$ cat config.mk
export PLATFORM = sky130hd
export DESIGN_NAME = mc14500_sequencer
export DESIGN_NICKNAME = d
export VERILOG_FILES = /design/src/rtl/mc14500_pkg.sv /design/src/rtl/mc14500_return_stack.sv /design/src/rtl/mc14500_sequencer.sv
export SDC_FILE = /design/constraint.sdc
export NUM_CORES = 1
export LEC_CHECK = 0
export BUFFER_PORTS_ARGS = -buffer_cell sky130_fd_sc_hd__buf_2
export CORE_ASPECT_RATIO = 1.4
export CORE_MARGIN = 2
export CORE_UTILIZATION = 56
export DETAILED_ROUTE_END_ITERATION = 10
export GPL_ROUTABILITY_DRIVEN = 0
export PLACE_DENSITY = 0.84
export SLEW_MARGIN = 15
export SYNTH_ARGS = -nofsm -noshare
export SYNTH_HDL_FRONTEND = slang
export SYNTH_SLANG_ARGS = --single-unit
$ cat constraint.sdc
create_clock -name clk -period 5 [get_ports clk]
set_input_delay 1.25 -clock clk [delete_from_list [all_inputs] [get_ports clk]]
set_output_delay 1.25 -clock clk [all_outputs]
set_load 0.02 [all_outputs]
$ cat src/rtl/mc14500_pkg.sv
// Shared definitions for the MC14500B sequencer: opcode encoding, instruction
// field positions and the execute-slot state.
package mc14500_pkg;

  typedef enum logic [3:0] {
    OP_NOPO = 4'h0,
    OP_LD   = 4'h1,
    OP_LDC  = 4'h2,
    OP_AND  = 4'h3,
    OP_ANDC = 4'h4,
    OP_OR   = 4'h5,
    OP_ORC  = 4'h6,
    OP_XNOR = 4'h7,
    OP_STO  = 4'h8,
    OP_STOC = 4'h9,
    OP_IEN  = 4'hA,
    OP_OEN  = 4'hB,
    OP_JMP  = 4'hC,
    OP_RTN  = 4'hD,
    OP_SKZ  = 4'hE,
    OP_NOPF = 4'hF
  } opcode_e;

  localparam int OPC_LSB   = 0;
  localparam int OPC_MSB   = 3;
  localparam int OPC_WIDTH = OPC_MSB - OPC_LSB + 1;

  typedef enum logic {
    SLOT_LIVE = 1'b0,
    SLOT_KILL = 1'b1
  } slot_e;

endpackage

$ cat src/rtl/mc14500_return_stack.sv
// Circular return-address stack. A push when full overwrites the oldest entry;
// overflow/underflow reporting is left to the sequencer.
module mc14500_return_stack #(
  parameter int DEPTH = 4,
  parameter int WIDTH = 8
) (
  input  logic             clk,
  input  logic             reset,
  input  logic             push,
  input  logic             pop,
  input  logic [WIDTH-1:0] din,
  output logic [WIDTH-1:0] dout,
  output logic             empty,
  output logic             full
);

  localparam int PTR_W = (DEPTH > 1) ? $clog2(DEPTH) : 1;
  localparam int CNT_W = $clog2(DEPTH + 1);

  logic [WIDTH-1:0] mem [DEPTH];
  logic [PTR_W-1:0] wr_ptr;
  logic [PTR_W-1:0] top_ptr;
  logic [PTR_W-1:0] next_ptr;
  logic [CNT_W-1:0] count;

  // wr_ptr always names the slot the next push lands in; the top is one behind it
  assign top_ptr  = (wr_ptr == '0) ? PTR_W'(DEPTH - 1) : wr_ptr - PTR_W'(1);
  assign next_ptr = (wr_ptr == PTR_W'(DEPTH - 1)) ? '0 : wr_ptr + PTR_W'(1);

  assign dout  = mem[top_ptr];
  assign empty = (count == '0);
  assign full  = (count == CNT_W'(DEPTH));

  always_ff @(posedge clk) begin
    if (reset) begin
      wr_ptr <= '0;
      count  <= '0;
    end else if (push) begin
      wr_ptr <= next_ptr;
      if (!full) count <= count + CNT_W'(1);
    end else if (pop && !empty) begin
      wr_ptr <= top_ptr;
      count  <= count - CNT_W'(1);
    end
  end

  always_ff @(posedge clk) begin
    if (push && !reset) mem[wr_ptr] <= din;
  end

endmodule

$ cat src/rtl/mc14500_sequencer.sv
// Execute-stage sequencer for the MC14500B: decodes the fetched word, drives
// counter loads for JMP/RTN, squashes the slot after a taken branch or SKZ.
module mc14500_sequencer
  import mc14500_pkg::*;
#(
  parameter int ADDR_WIDTH  = 8,
  parameter int STACK_DEPTH = 4
) (
  input  logic                  clk,
  input  logic                  reset,
  input  logic [ADDR_WIDTH-1:0] pc,
  input  logic [ADDR_WIDTH+3:0] imem_data,
  input  logic                  rr,
  output logic                  pc_write,
  output logic [ADDR_WIDTH-1:0] pc_addr,
  output logic                  exec_valid,
  output logic [3:0]            exec_opcode,
  output logic [ADDR_WIDTH-1:0] exec_operand,
  output logic                  flag_o,
  output logic                  flag_f,
  output logic                  jmp,
  output logic                  rtn,
  output logic                  stack_err
);

  typedef struct packed {
    logic [ADDR_WIDTH-1:0] operand;
    opcode_e               opcode;
  } instr_t;

  instr_t                instr;
  slot_e                 slot_q;
  slot_e                 slot_d;
  logic                  live;
  logic                  push;
  logic                  pop;
  logic                  err_set;
  logic                  err_q;
  logic                  stk_empty;
  logic                  stk_full;
  logic [ADDR_WIDTH-1:0] stk_dout;

  assign instr = imem_data;
  // Reset overrides a squash-free slot so nothing leaks out while it is held
  assign live  = (slot_q == SLOT_LIVE) && !reset;

  always_ff @(posedge clk) begin
    if (reset) slot_q <= SLOT_KILL;
    else       slot_q <= slot_d;
  end

  always_comb begin
    slot_d = SLOT_LIVE;
    if (live) begin
      case (instr.opcode)
        OP_JMP:  slot_d = SLOT_KILL;
        OP_RTN:  if (!stk_empty) slot_d = SLOT_KILL;
        OP_SKZ:  if (!rr) slot_d = SLOT_KILL;
        default: slot_d = SLOT_LIVE;
      endcase
    end
  end

  always_comb begin
    pc_write     = 1'b0;
    pc_addr      = '0;
    flag_o       = 1'b0;
    flag_f       = 1'b0;
    jmp          = 1'b0;
    rtn          = 1'b0;
    push         = 1'b0;
    pop          = 1'b0;
    err_set      = 1'b0;
    exec_valid   = live;
    exec_opcode  = reset ? '0 : imem_data[OPC_MSB:OPC_LSB];
    exec_operand = reset ? '0 : instr.operand;
    if (live) begin
      case (instr.opcode)
        OP_NOPO: flag_o = 1'b1;
        OP_NOPF: flag_f = 1'b1;
        OP_JMP: begin
          push     = 1'b1;
          pc_write = 1'b1;
          pc_addr  = instr.operand;
          jmp      = 1'b1;
          err_set  = stk_full;
        end
        OP_RTN: begin
          if (!stk_empty) begin
            pop      = 1'b1;
            pc_write = 1'b1;
            pc_addr  = stk_dout;
            rtn      = 1'b1;
          end else begin
            err_set  = 1'b1;
          end
        end
        default: ;
      endcase
    end
  end

  always_ff @(posedge clk) begin
    if (reset)        err_q <= 1'b0;
    else if (err_set) err_q <= 1'b1;
  end

  assign stack_err = err_q && !reset;

  // pc already points past the JMP, so it is exactly the return address
  mc14500_return_stack #(
    .DEPTH (STACK_DEPTH),
    .WIDTH (ADDR_WIDTH)
  ) u_stack (
    .clk   (clk),
    .reset (reset),
    .push  (push),
    .pop   (pop),
    .din   (pc),
    .dout  (stk_dout),
    .empty (stk_empty),
    .full  (stk_full)
  );

endmodule

==> flow_summary.toml <==
[flow_run]
drv.max_cap_violation_count = 0

[pwr]
p_switching_w = 0.000133
leak_pwr_nw = 0.851
p_clk_frac = 0.332
maximum_ir_drop_on_the_vdd_rail_v = 0.000209
power.share.combinational = 0.080
cellInternalPower_w = 0.000467
p_sw_frac = 0.222
seqPwrFrac = 0.588
p_total_w = 0.000601
powerDensity_mw_per_mm2 = 269

[clock_tree]
cts-buffers-inserted = 5
ctsHtreeMaxLevel = 2
post_cts_setup_buffers = 0
cts_tree = "yes"
clk_latency_ns = 0.28
clock_sinks = 39
clock_path_buffers = 2
cts_hold_buffers = 0
clock-root-buffer = "sky130_fd_sc_hd__clkbuf_8"
post_cts.resized_instances = 0
clk_pin_slew_ns = 0.07

[routing]
wl_per_cell_um = 17.2
drt_pass1_iterations = 4
avgViaCountPerCell = 5.80
route.final.wire_length_mm = 3.88
post-route-drc-count = 0
ant_nets = 0
route.vias.total = 1306
detailedRoute.firstIterationViolations = 26

[timing]
totalNegativeSetupSlack_ns = 0
worst_clock_skew_ns = 0.00658
max_clock_freq_mhz = 251
crit_share_post_route = 0.797
final_period_minus_worst_setup_slack_ns = 3.98
hold_violations = 0
finalSetupViolations = 0
timing.slew.headroom = 0.383
worst_tran_pin_value_ns = 0.917
timing.final.max_slew_violations = 0
hold-worst-slack_ns = 0.537
grt_setup_unrepaired = "no"

[synthesis]
synth.net_count = 163
netlist.top_cell.by_area = "sky130_fd_sc_hd__edfxtp_1"
postSynth.topFlopCell = "sky130_fd_sc_hd__edfxtp_1"
synth_top_area_share = 0.511
netlist_top_cells_area = "sky130_fd_sc_hd__edfxtp_1 (51%), sky130_fd_sc_hd__dfxtp_1 (7.5%), sky130_fd_sc_hd__mux4_1 (5.6%), sky130_fd_sc_hd__mux4_2 (4.8%), sky130_fd_sc_hd__nor2b_1 (4.7%)"
synth.cell_area_mm2 = 0.00188
synth.avg_cell_area_um2 = 13.9
ys_ff_latch = 39
postSynthCellCount = 135
synth-edff-count = 32
synth_warnings = 0
synth.lib_cells_used.distinct = 35
seq_area_frac_synth = 0.585
asyncSetResetFlopFracSynth = 0

[placement]
hpwl_mm = 2.85
post_dp_area_mm2 = 0.00215
dpl.cell_count = 217
port-buffer-count = 49

[critical_path]
critPathMaxStageDelay_ns = 0.46
worst-path-buf-inv = 2
cp_data_arrival_time_ns = 2.73
cpMaxStageDelayCell = "sky130_fd_sc_hd__or3_1"
critPathCaptureType = "primary output"
cp.required_ns = 3.75
crit_path_start_kind = "input pin"
worstSetupPathType = "in -> out"
critPathTopFamily = "simple AND/OR/NAND/NOR gates"
cp_max_fo = 24
critical_path.most_common_cell = "sky130_fd_sc_hd__buf_2"
timing.critical_path.cells = "buf_2 > or3_1 > nor3_4 > a22o_1 > buf_2"

[min_path]
timing.hold.worst.class = "reg -> reg"

[floorplan]
design.core.area_mm2 = 0.00315
initial_core_utilization = 0.596
top_level_ports = 50
die_x_um = 53.0
die_h_um = 72.6
core.rowCount = 24
dieArea_mm2 = 0.00384

[global_routing]
via_count_of_the_first_global_routing_pass = 1256
gr-total-overflow = 0
grt_max_degree = 25
grt_antenna_before_repair = 0
grt_first_pass_wirelength_mm = 5.80
grt_use_total = 0.217

[cells_and_area]
final_area_mm2 = 0.00223
layout_area_overhead_pct = 18.8
layout-drive-gt1-share = 0.360
layout_common_cells = "sky130_fd_sc_hd__buf_2 (49), sky130_fd_sc_hd__edfxtp_1 (32), sky130_fd_sc_hd__nor2b_1 (14), sky130_fd_sc_hd__a22o_1 (8)"
final_common_cell = "sky130_fd_sc_hd__buf_2"
stdcell_count = 225
filler_cells = 246
nets = 213
antenna_cells = 0

[outcome]
outcome = "completed"
-- layout make-up --
cell class | count | area (um2) | area share
multi-input combinational | 86 | 739 | 0.331
clock buffer | 6 | 72.6 | 0.0325
inverter | 4 | 15.0 | 0.00672
sequential | 39 | 1100 | 0.493
timing repair buffer | 49 | 245 | 0.110
clock inverter | 2 | 12.5 | 0.00560
tap | 39 | 48.8 | 0.0218
-- worst reg2reg max path: cells and delay by family, from the launching register on --
family | cells | cell delay, ns
buf+inv | 1 | 0.20
flops | 1 | 0.35
simple gates | 3 | 1.37
fa+ha+maj | 1 | 0.52
compound gates | 2 | 0.39
-- per-stage QoR --
stage,util,worst slack (ns)
4_1_cts,0.709,1.03
2_1_floorplan,-,1.36
3_3_place_gp,0.682,1.07
6_report,0.709,1.02
3_5_place_dp,0.682,1.03
5_1_grt,0.709,0.953
-- path summary, 6_finish.rpt --
| path | from | slack [ns] | to | cells past startpoint |
|---|---|---|---|---|
| setup reg to reg | slot_q | 2.11 | u_stack.count[2] | 7 |
| setup / recovery | reset | 1.02 | pc_addr[4] | 5 |
| hold / removal | u_stack.count[2] | 0.54 | u_stack.count[2] | 2 |
| hold reg to reg | u_stack.count[2] | 0.54 | u_stack.count[2] | 2 |
-- cells by family after synthesis --
| group | count (synthesis) | synth area share |
|---|---|---|
| XOR/XNOR | 1 | 0.00466 |
| AND/OR/NAND/NOR | 46 | 0.154 |
| multiplexers | 8 | 0.104 |
| buffers and inverters | 10 | 0.0213 |
| AO/OA/AOI/OAI | 26 | 0.0938 |
| flip-flops | 39 | 0.585 |
| adder cells (fa/ha/maj) | 5 | 0.0373 |
-- per-layer routing --
metal  track usage  share of wire  routed length (um)
met5             0              0                   0
met2         0.394           0.54                2090
met3        0.0617          0.068                 262
met1         0.230           0.39                1500
met4        0.0855         0.0080                  31
-- Yosys cell counts (6+ instances only) --
| cell type | instances |
|---|---|
| sky130_fd_sc_hd__nor2_1 | 7 |
| sky130_fd_sc_hd__dfxtp_1 | 7 |
| sky130_fd_sc_hd__edfxtp_1 | 32 |
| sky130_fd_sc_hd__a21oi_1 | 6 |
| sky130_fd_sc_hd__nor2b_1 | 14 |
| sky130_fd_sc_hd__a22o_1 | 8 |
| sky130_fd_sc_hd__o21ai_0 | 6 |
-- sequential cells by signal, indices dropped and copies added, names as in the netlist --
signal / count
slot_q: 1
u_stack.wr_ptr: 2
u_stack.mem: 32
u_stack.count: 3
err_q: 1
-- power groups by stage --
stage | Sequential (W) | Combinational (W) | Clock, W
after global placement | 0.000360 | 0.0000457 | 0
after detailed placement | 0.000361 | 0.0000479 | 0
final | 0.000353 | 0.0000480 | 0.000199
after floorplan | 0.000360 | 0.0000252 | 0
after global routing | 0.000353 | 0.0000521 | 0.000218
after CTS | 0.000353 | 0.0000481 | 0.000203
Note: power is estimated with default switching activity, not from simulation.
